**config.mk**
```make
export PLATFORM = sky130hd
export DESIGN_NAME = control_sequencer
export DESIGN_NICKNAME = d
export VERILOG_FILES = /design/src/rtl/cpu_ctrl_pkg.sv /design/src/rtl/ctrl_out_decode.sv /design/src/rtl/control_sequencer.sv
export SDC_FILE = /design/constraint.sdc
export NUM_CORES = 1
export LEC_CHECK = 0
export CAP_MARGIN = 5
export CORE_ASPECT_RATIO = 2
export CORE_MARGIN = 1
export CORE_UTILIZATION = 48
export DETAILED_ROUTE_END_ITERATION = 10
export PLACE_DENSITY = 0.8
export SYNTH_ARGS = -nofsm -noshare
export SYNTH_HDL_FRONTEND = slang
export SYNTH_HIERARCHICAL = 1
export SYNTH_SLANG_ARGS = --single-unit
```
**constraint.sdc**
```tcl
create_clock -name clk -period 2 [get_ports clk]
set_clock_uncertainty 0.1 [all_clocks]
set_input_delay 0.4 -clock clk [delete_from_list [all_inputs] [get_ports clk]]
set_output_delay 0.4 -clock clk [all_outputs]
set_load 0.05 [all_outputs]
```
**src/rtl/cpu_ctrl_pkg.sv**
```systemverilog
// Shared types and encodings for the microcoded control sequencer:
// FSM states, opcode fields, bus/write-enable codes and the output bundle.
package cpu_ctrl_pkg;

    typedef enum logic [3:0] {
        ST_IDLE = 4'd0,
        ST_F1   = 4'd1,
        ST_F2   = 4'd2,
        ST_F3   = 4'd3,
        ST_F4   = 4'd4,
        ST_DEC  = 4'd5,
        ST_E1   = 4'd6,
        ST_E2   = 4'd7,
        ST_E3   = 4'd8,
        ST_E4   = 4'd9,
        ST_HALT = 4'd10
    } state_t;

    localparam logic [2:0] CLS_MISC = 3'd0;
    localparam logic [2:0] CLS_MVTO = 3'd1;
    localparam logic [2:0] CLS_MVFR = 3'd2;
    localparam logic [2:0] CLS_ADD  = 3'd3;
    localparam logic [2:0] CLS_SUB  = 3'd4;
    localparam logic [2:0] CLS_INC  = 3'd5;

    localparam logic [2:0] MISC_NOP  = 3'd0;
    localparam logic [2:0] MISC_LDAC = 3'd1;
    localparam logic [2:0] MISC_STAC = 3'd2;
    localparam logic [2:0] MISC_JUMP = 3'd3;
    localparam logic [2:0] MISC_JMPZ = 3'd4;
    localparam logic [2:0] MISC_HALT = 3'd7;

    localparam logic [5:0] OP_LDAC = {CLS_MISC, MISC_LDAC};
    localparam logic [5:0] OP_STAC = {CLS_MISC, MISC_STAC};
    localparam logic [5:0] OP_HALT = {CLS_MISC, MISC_HALT};

    localparam logic [2:0] RI_R1 = 3'd0;
    localparam logic [2:0] RI_R2 = 3'd1;
    localparam logic [2:0] RI_R3 = 3'd2;
    localparam logic [2:0] RI_RA = 3'd3;
    localparam logic [2:0] RI_RB = 3'd4;
    localparam logic [2:0] RI_RC = 3'd5;
    localparam logic [2:0] RI_AC = 3'd6;

    localparam logic [3:0] WE_AC = 4'd0;
    localparam logic [3:0] WE_AR = 4'd1;
    localparam logic [3:0] WE_DR = 4'd2;
    localparam logic [3:0] WE_R3 = 4'd3;
    localparam logic [3:0] WE_R2 = 4'd4;
    localparam logic [3:0] WE_R1 = 4'd5;
    localparam logic [3:0] WE_RC = 4'd6;
    localparam logic [3:0] WE_RB = 4'd7;
    localparam logic [3:0] WE_RA = 4'd8;
    localparam logic [3:0] WE_PC = 4'd9;

    localparam logic [3:0] SEL_AR = 4'd0;
    localparam logic [3:0] SEL_DR = 4'd1;
    localparam logic [3:0] SEL_R1 = 4'd2;
    localparam logic [3:0] SEL_R2 = 4'd3;
    localparam logic [3:0] SEL_R3 = 4'd4;
    localparam logic [3:0] SEL_RA = 4'd5;
    localparam logic [3:0] SEL_RB = 4'd6;
    localparam logic [3:0] SEL_RC = 4'd7;
    localparam logic [3:0] SEL_AC = 4'd8;
    localparam logic [3:0] SEL_PC = 4'd9;

    localparam logic [2:0] ALU_NOP  = 3'd0;
    localparam logic [2:0] ALU_PASS = 3'd1;
    localparam logic [2:0] ALU_ADD  = 3'd2;
    localparam logic [2:0] ALU_SUB  = 3'd3;

    typedef struct packed {
        logic [9:0] c_bus_we;
        logic [3:0] bus_sel;
        logic       pc_inc;
        logic       ac_inc;
        logic       ra_inc;
        logic       rb_inc;
        logic       rc_inc;
        logic       ldir;
        logic       dr_read;
        logic       mem_read;
        logic       mem_write;
        logic [2:0] alu_op;
        logic       halted;
        logic       illegal;
    } ctrl_out_t;

    function automatic logic opcode_illegal(input logic [5:0] op);
        logic [2:0] cls;
        logic [2:0] idx;
        logic       bad;
        cls = op[5:3];
        idx = op[2:0];
        bad = 1'b0;
        case (cls)
            CLS_MISC: bad = !(idx inside {MISC_NOP, MISC_LDAC, MISC_STAC,
                                          MISC_JUMP, MISC_JMPZ, MISC_HALT});
            CLS_MVTO, CLS_MVFR, CLS_ADD, CLS_SUB:
                bad = (idx == RI_AC) || (idx == 3'd7);
            CLS_INC:  bad = !(idx inside {RI_RA, RI_RB, RI_RC, RI_AC});
            default:  bad = 1'b1;
        endcase
        return bad;
    endfunction

    // Number of EXEC states an opcode occupies; everything but LDAC/STAC is one.
    function automatic logic [2:0] exec_len(input logic [5:0] op);
        logic [2:0] len;
        len = 3'd1;
        if (op == OP_LDAC) len = 3'd4;
        if (op == OP_STAC) len = 3'd3;
        return len;
    endfunction

    function automatic logic [3:0] reg_we_bit(input logic [2:0] idx);
        logic [3:0] b;
        case (idx)
            RI_R1:   b = WE_R1;
            RI_R2:   b = WE_R2;
            RI_R3:   b = WE_R3;
            RI_RA:   b = WE_RA;
            RI_RB:   b = WE_RB;
            RI_RC:   b = WE_RC;
            default: b = WE_AC;
        endcase
        return b;
    endfunction

    function automatic logic [3:0] reg_sel(input logic [2:0] idx);
        logic [3:0] s;
        case (idx)
            RI_R1:   s = SEL_R1;
            RI_R2:   s = SEL_R2;
            RI_R3:   s = SEL_R3;
            RI_RA:   s = SEL_RA;
            RI_RB:   s = SEL_RB;
            RI_RC:   s = SEL_RC;
            default: s = SEL_AC;
        endcase
        return s;
    endfunction

endpackage

```
**src/rtl/ctrl_out_decode.sv**
```systemverilog
// Pure combinational microcode ROM: maps state, latched opcode and z_flag
// onto the complete datapath control vector.
module ctrl_out_decode
    import cpu_ctrl_pkg::*;
(
    input  state_t     state,
    input  logic [5:0] opcode,
    input  logic       z_flag,
    output ctrl_out_t  outs
);

    logic [2:0] cls;
    logic [2:0] idx;
    logic       bad;

    assign cls = opcode[5:3];
    assign idx = opcode[2:0];
    assign bad = opcode_illegal(opcode);

    always_comb begin
        outs = '0;
        case (state)
            ST_F1: begin
                outs.bus_sel        = SEL_PC;
                outs.alu_op         = ALU_PASS;
                outs.c_bus_we[WE_AR] = 1'b1;
            end
            ST_F2: begin
                outs.mem_read = 1'b1;
                outs.pc_inc   = 1'b1;
            end
            ST_F3: begin
                outs.mem_read = 1'b1;
                outs.dr_read  = 1'b1;
            end
            ST_F4: outs.ldir = 1'b1;
            ST_HALT: outs.halted = 1'b1;
            ST_E1: begin
                if (bad) begin
                    outs.illegal = 1'b1;
                end else begin
                    case (cls)
                        CLS_MISC: begin
                            if (idx == MISC_LDAC || idx == MISC_STAC) begin
                                outs.bus_sel         = SEL_RA;
                                outs.alu_op          = ALU_PASS;
                                outs.c_bus_we[WE_AR] = 1'b1;
                            end else if (idx == MISC_JUMP ||
                                         (idx == MISC_JMPZ && z_flag)) begin
                                outs.bus_sel         = SEL_RA;
                                outs.alu_op          = ALU_PASS;
                                outs.c_bus_we[WE_PC] = 1'b1;
                            end
                        end
                        CLS_MVTO: begin
                            outs.bus_sel                   = SEL_AC;
                            outs.alu_op                    = ALU_PASS;
                            outs.c_bus_we[reg_we_bit(idx)] = 1'b1;
                        end
                        CLS_MVFR, CLS_ADD, CLS_SUB: begin
                            outs.bus_sel         = reg_sel(idx);
                            outs.alu_op          = (cls == CLS_MVFR) ? ALU_PASS :
                                                   (cls == CLS_ADD)  ? ALU_ADD : ALU_SUB;
                            outs.c_bus_we[WE_AC] = 1'b1;
                        end
                        CLS_INC: begin
                            outs.ra_inc = (idx == RI_RA);
                            outs.rb_inc = (idx == RI_RB);
                            outs.rc_inc = (idx == RI_RC);
                            outs.ac_inc = (idx == RI_AC);
                        end
                        default: ;
                    endcase
                end
            end
            ST_E2: begin
                if (opcode == OP_LDAC) begin
                    outs.mem_read = 1'b1;
                end else if (opcode == OP_STAC) begin
                    outs.bus_sel         = SEL_AC;
                    outs.alu_op          = ALU_PASS;
                    outs.c_bus_we[WE_DR] = 1'b1;
                end
            end
            ST_E3: begin
                if (opcode == OP_LDAC) begin
                    outs.mem_read = 1'b1;
                    outs.dr_read  = 1'b1;
                end else if (opcode == OP_STAC) begin
                    outs.mem_write = 1'b1;
                end
            end
            ST_E4: begin
                if (opcode == OP_LDAC) begin
                    outs.bus_sel         = SEL_DR;
                    outs.alu_op          = ALU_PASS;
                    outs.c_bus_we[WE_AC] = 1'b1;
                end
            end
            default: ;
        endcase
    end

endmodule

```
**src/rtl/control_sequencer.sv**
```systemverilog
// Fetch-decode-execute sequencer: state register plus latched opcode; all
// outputs decode from these so reset clears them without a clock edge.
//
// state | meaning
// IDLE  | waiting for start, all outputs low
// F1    | PC -> AR
// F2    | RAM read, PC increment
// F3    | RAM data -> DR
// F4    | DR -> IR
// DEC   | opcode captured into op_q
// E1-E4 | execute steps of the captured opcode
// HALT  | stopped until reset
module control_sequencer
    import cpu_ctrl_pkg::*;
#(
    parameter int OPCODE_W = 6,
    parameter int SEL_W    = 4,
    parameter int NREG_WE  = 10
) (
    input  logic                clk,
    input  logic                rst_n,
    input  logic                start,
    input  logic [OPCODE_W-1:0] ir_opcode,
    input  logic                z_flag,
    output logic [NREG_WE-1:0]  c_bus_we,
    output logic [SEL_W-1:0]    bus_sel,
    output logic                pc_inc,
    output logic                ac_inc,
    output logic                ra_inc,
    output logic                rb_inc,
    output logic                rc_inc,
    output logic                ldir,
    output logic                dr_read,
    output logic                mem_read,
    output logic                mem_write,
    output logic [2:0]          alu_op,
    output logic                halted,
    output logic                illegal
);

    state_t              state_q, state_d;
    logic [OPCODE_W-1:0] op_q, op_d;
    ctrl_out_t           outs;

    always_comb begin
        state_d = state_q;
        op_d    = op_q;
        case (state_q)
            ST_IDLE: if (start) state_d = ST_F1;
            ST_F1:   state_d = ST_F2;
            ST_F2:   state_d = ST_F3;
            ST_F3:   state_d = ST_F4;
            ST_F4:   state_d = ST_DEC;
            ST_DEC: begin
                op_d    = ir_opcode;
                state_d = (ir_opcode[5:0] == OP_HALT) ? ST_HALT : ST_E1;
            end
            ST_E1:   state_d = (exec_len(op_q[5:0]) > 3'd1) ? ST_E2 : ST_F1;
            ST_E2:   state_d = (exec_len(op_q[5:0]) > 3'd2) ? ST_E3 : ST_F1;
            ST_E3:   state_d = (exec_len(op_q[5:0]) > 3'd3) ? ST_E4 : ST_F1;
            ST_E4:   state_d = ST_F1;
            ST_HALT: state_d = ST_HALT;
            default: state_d = ST_IDLE;
        endcase
    end

    always_ff @(posedge clk or negedge rst_n) begin
        if (!rst_n) begin
            state_q <= ST_IDLE;
            op_q    <= '0;
        end else begin
            state_q <= state_d;
            op_q    <= op_d;
        end
    end

    ctrl_out_decode u_decode (
        .state  (state_q),
        .opcode (op_q[5:0]),
        .z_flag (z_flag),
        .outs   (outs)
    );

    assign c_bus_we  = outs.c_bus_we;
    assign bus_sel   = outs.bus_sel;
    assign pc_inc    = outs.pc_inc;
    assign ac_inc    = outs.ac_inc;
    assign ra_inc    = outs.ra_inc;
    assign rb_inc    = outs.rb_inc;
    assign rc_inc    = outs.rc_inc;
    assign ldir      = outs.ldir;
    assign dr_read   = outs.dr_read;
    assign mem_read  = outs.mem_read;
    assign mem_write = outs.mem_write;
    assign alu_op    = outs.alu_op;
    assign halted    = outs.halted;
    assign illegal   = outs.illegal;

endmodule

```
==> flow_summary.ini, run 1 <==
[status]
outcome = stopped before the end
haltStage = 4_1_cts
first-error = [ERROR DPL-0038] Utilization greater than 100%, impossible to legalize

[yosys]
ys_warn_count = 6
ys_top_cells_by_area = dfrtp_1 18%, mux2_4 6.6%, nor2_1 5.5%
netlist_area_um2 = 1363
synth_nets = 178
synth_compound_area_share_pct = 25.25
synth_cell_types = 62
synth_edf_count = 0
ys.flop_type = dfrtp_1
synth_top_family_by_area = simple AND/OR/NAND/NOR gates
synthXorXnorAreaFrac_pct = 1.286
synth_adder_area_share_pct = 0.7346
synth_top_area_share_pct = 18.37
ys_seq_area_share_pct = 18.37
synth_area_leader_cell = dfrtp_1
synthMuxAreaShare_pct = 6.612
synthSimpleGateAreaFrac_pct = 36.82
async_flop_share_pct = 100.0
ys_seq_elements = 10
avgSynthCellArea_um2 = 8.110
synthCells = 168

[clock_tree]
clk_root_buffer_cell = clkbuf_8
cts_setup_buffers = 15
cts_max_level = 1
postCtsHoldBufs = 0
cts_sinks = 10
cts_buffers = 3
cts.repair.resized = 41
cts_max_path_buffers = 2

[placed_design]
gp_congestion = 0.8483
port_buffers = 36
dpl.hpwl_um = 4462

[floorplan]
die_h_um = 77.35
core.rowCount = 27
initial_core_util_pct = 49.79
die_width_um = 39.68
io_pins = 38
[cell families after synthesis]
family | Yosys count
compound gates | 46
xor+xnor | 2
fa+ha+maj | 1
buf+inv | 23
flops | 10
mux | 6
other cells | 1
simple gates | 79
[synthesized netlist by cell type, drive strengths merged, types with 2 or more instances]
library cell,instances
nor3b,2
nand2,10
nor4b,2
nand2b,8
buf,15
a31oi,5
nor3,10
nor2b,2
a32oi,2
o31ai,2
mux2,6
inv,7
xor2,2
or2,2
nor4,3
o22ai,3
o32ai,2
nand3,10
nor2,20
o21ai,7
a21oi,9
dfrtp,10
[per-stage QoR]
stage               area (um2)  std cells  TNS [ns]  worst slack [ns]  util, %
global placement          2511        267    -2.971           -0.2742    91.77
floorplan                 1603        168    -4.470           -0.4000        -
detailed placement        2511        267    -4.783           -0.3295    91.77
==> inputs of run 2 (changes only) <==
--- a/config.mk
+++ b/config.mk
@@ -6,11 +6,10 @@
 export NUM_CORES = 1
 export LEC_CHECK = 0
 export CAP_MARGIN = 5
-export CORE_ASPECT_RATIO = 2
-export CORE_MARGIN = 1
-export CORE_UTILIZATION = 48
+export CORE_AREA = 2 2 63 65
 export DETAILED_ROUTE_END_ITERATION = 10
-export PLACE_DENSITY = 0.8
+export DIE_AREA = 0 0 65 67
+export PLACE_DENSITY_LB_ADDON = 0.15
 export SYNTH_ARGS = -nofsm -noshare
 export SYNTH_HDL_FRONTEND = slang
 export SYNTH_HIERARCHICAL = 1
==> run 2 against run 1 <==
  * Synthesized cell count unchanged
  * Synthesized area unchanged
  * The flow now finishes, with violations (negative setup slack)
==> flow_summary.ini, run 2 <==
[timing]
post-route-period-util_pct = 125.6
slew_violations = 0
setup_ws_ns = -0.5117
fmax_mhz = 398.1
fin_tns_setup_ns = -9.147
fin_crit_ns = 2.512
rsz0062_at_grt = yes
setup_viol = 25
holdWs_ns = 0.3708
hold_viol_final = 0

[grt]
antenna_found_initial = 0
track_usage_pct = 25.26
grt_pass1_wl_um = 8549
grt_pass1_vias = 1751
overflow = 0
grt_max_degree = 21

[finish]
largest_reg_flops = 6
syn_to_final_growth_pct = 117.4
final_common_cell = buf_4
top_register = op_q
drive_above_1_share_pct = 66.92
nNetsFinal = 272
diodes = 0
final_cell_mix = 49 x buf_4, 27 x buf_12, 19 x buf_6, 11 x nor2_4
layout_top_registers = op_q x6, state_q x4

[critical_path]
r2r-end = state_q[2]
crit_path_end = bus_sel[0]
startpoint_type = flop
critPathKind = flop to output port
cp_max_fo = 7
r2r-start = op_q[2]
r2r_slack_ns = 0.27
critPathTopFamily = buffers and inverters
crit_path_end_kind = output port
slowest_delay_ns = 0.45
worst_ep_arrival_time_ns = 2.01
path_buf_inv = 3
path_cells = buf_4 -> buf_4 -> nor3_2 -> nand2_1 -> a21oi_1 -> nor2_2 -> o22ai_4 -> buf_12
slowest_stage = dfrtp_2
path_depth = 8
reg2regPathDepth = 5
worstPathRequired_ns = 1.50
critPathLaunch = op_q[5]
crit_top_cell = buf_4

[run]
maxCapViolCount = 0

[yosys]
ys_seq_elements = 10
synth_area_leader_cell = dfrtp_1
netlist_area_um2 = 1363
ys_seq_area_share_pct = 18.37
ys_top_cells_by_area = dfrtp_1 18%, mux2_4 6.6%, nor2_1 5.5%
yosysMostFrequentCell = nor2_1
synthTopCellsByCount = 20 x nor2_1, 10 x dfrtp_1, 10 x nand2_1
synth_top_area_share_pct = 18.37
synth_edf_count = 0
synth_cell_types = 62
ys_warn_count = 6
synthCells = 168
async_flop_share_pct = 100.0
ys.flop_type = dfrtp_1
synth_nets = 178
avgSynthCellArea_um2 = 8.110

[floorplan]
die_h_um = 67
core.rowCount = 22
initial_core_util_pct = 37.79
die_area_um2 = 4355
coreArea_um2 = 3606
io_pins = 38
die_width_um = 65

[route]
drt_wl_total_um = 5671
ant_nets = 0
first_pass_iters = 4
drtIter0Drc = 110
drc = 0
vias = 1773
avgRoutedWirePerCell_um = 18.41
avgViaCountPerCell = 5.756

[clock_tree]
cts_sinks = 10
cts_tree = yes
clk_root_buffer_cell = clkbuf_8
cts_max_path_buffers = 2
clock_latency_ns = 0.24
cts_buffers = 3
clk_pin_slew_ns = 0.04
cts_max_level = 1

[placed_design]
port_buffers = 36
dpl.hpwl_um = 3619
gp_congestion = 0.8074

[pwr]
fin_total_pwr_mw = 4.944
p_leak_nw = 1.162
power_density_nw_per_um2 = 1669
ir_worst_vdd_uv = 1158

[min_path]
hp-class = primary input to asynchronous set/reset pin

[status]
violations = negative setup slack
outcome = complete, but fails checks
==> run 2: report_power, final <==
part | switching [mW] | total (mW) | internal (mW)
registers | 0.150 | 0.463 | 0.313
logic | 2.24 | 4.27 | 2.03
clock network | 0.0752 | 0.207 | 0.131
==> run 2: area by class of cell <==
cell class,instances,area [um2]
flip-flops and latches,10,257.7
well taps,48,60.06
inverters,7,26.28
clock buffers,3,41.29
repair buffers,105,1227
fillers,204,644.4
multi-input cells,135,1349
==> run 2: repair_timing <==
action | 4_1_cts | 5_1_grt
hold buffers | 0 | 0
endpoints found under the hold margin | 0 | 0
pin swaps | 16 | 9
gates resized for setup | 49 | 14
setup buffers | 12 | 6
endpoints found under the setup margin | 26 | 26
gates cloned | 1 | 0
==> run 2: through the flow <==
| step | utilization, % | area (um2) | worst slack (ns) | instances |
|---|---|---|---|---|
| final | 82.13 | 2962 | -0.5117 | 308 |
| after global routing | 82.13 | 2962 | -0.5684 | 308 |
| after CTS | 80.01 | 2885 | -0.4736 | 303 |
| after detailed placement | 70.51 | 2542 | -0.3305 | 287 |
| after global placement | 70.51 | 2542 | -0.2800 | 287 |
| after floorplan | - | 1603 | -0.4000 | 168 |
==> run 2: worst min-delay path by stage <==
stage,endpoint,start,slack (ns),cells past startpoint
floorplan,op_q[0],rst_n,0.004,0
global placement,op_q[4],op_q[4],0.54,2
detailed placement,op_q[4],op_q[4],0.54,2
CTS,op_q[4],rst_n,0.38,1
global route,state_q[1],rst_n,0.41,1
finish,state_q[1],rst_n,0.37,1
==> run 2: worst register-to-register path, stage by stage (launching register included) <==
cell,delay (ns)
dfrtp_2,0.45
buf_6,0.16
buf_4,0.14
nor4_4,0.35
a21boi_2,0.12
o311ai_1,0.29
==> run 2: cell families (layout without fill, tap and decap cells) <==
family                     count (synthesis)  after routing  synth area share [%]
AOI/OAI and AO/OA                         46             46                 25.25
xor gates and xnor gates                   2              2                 1.286
adders and majority gates                  1              1                0.7346
buffers and inverters                     23            115                 10.65
DFF                                       10             10                 18.37
muxes                                      6              6                 6.612
other                                      1              1                0.2752
and+or+nand+nor                           79             79                 36.82
==> run 2: routing by layer <==
layer,track usage (%),vias up,wire (um)
met5,0,-,0
met4,8.245,0,203
met3,2.365,21,292
met2,49.61,88,2987
met1,28.21,850,2188
li1,-,814,-
(Power assumes the default switching activity.)
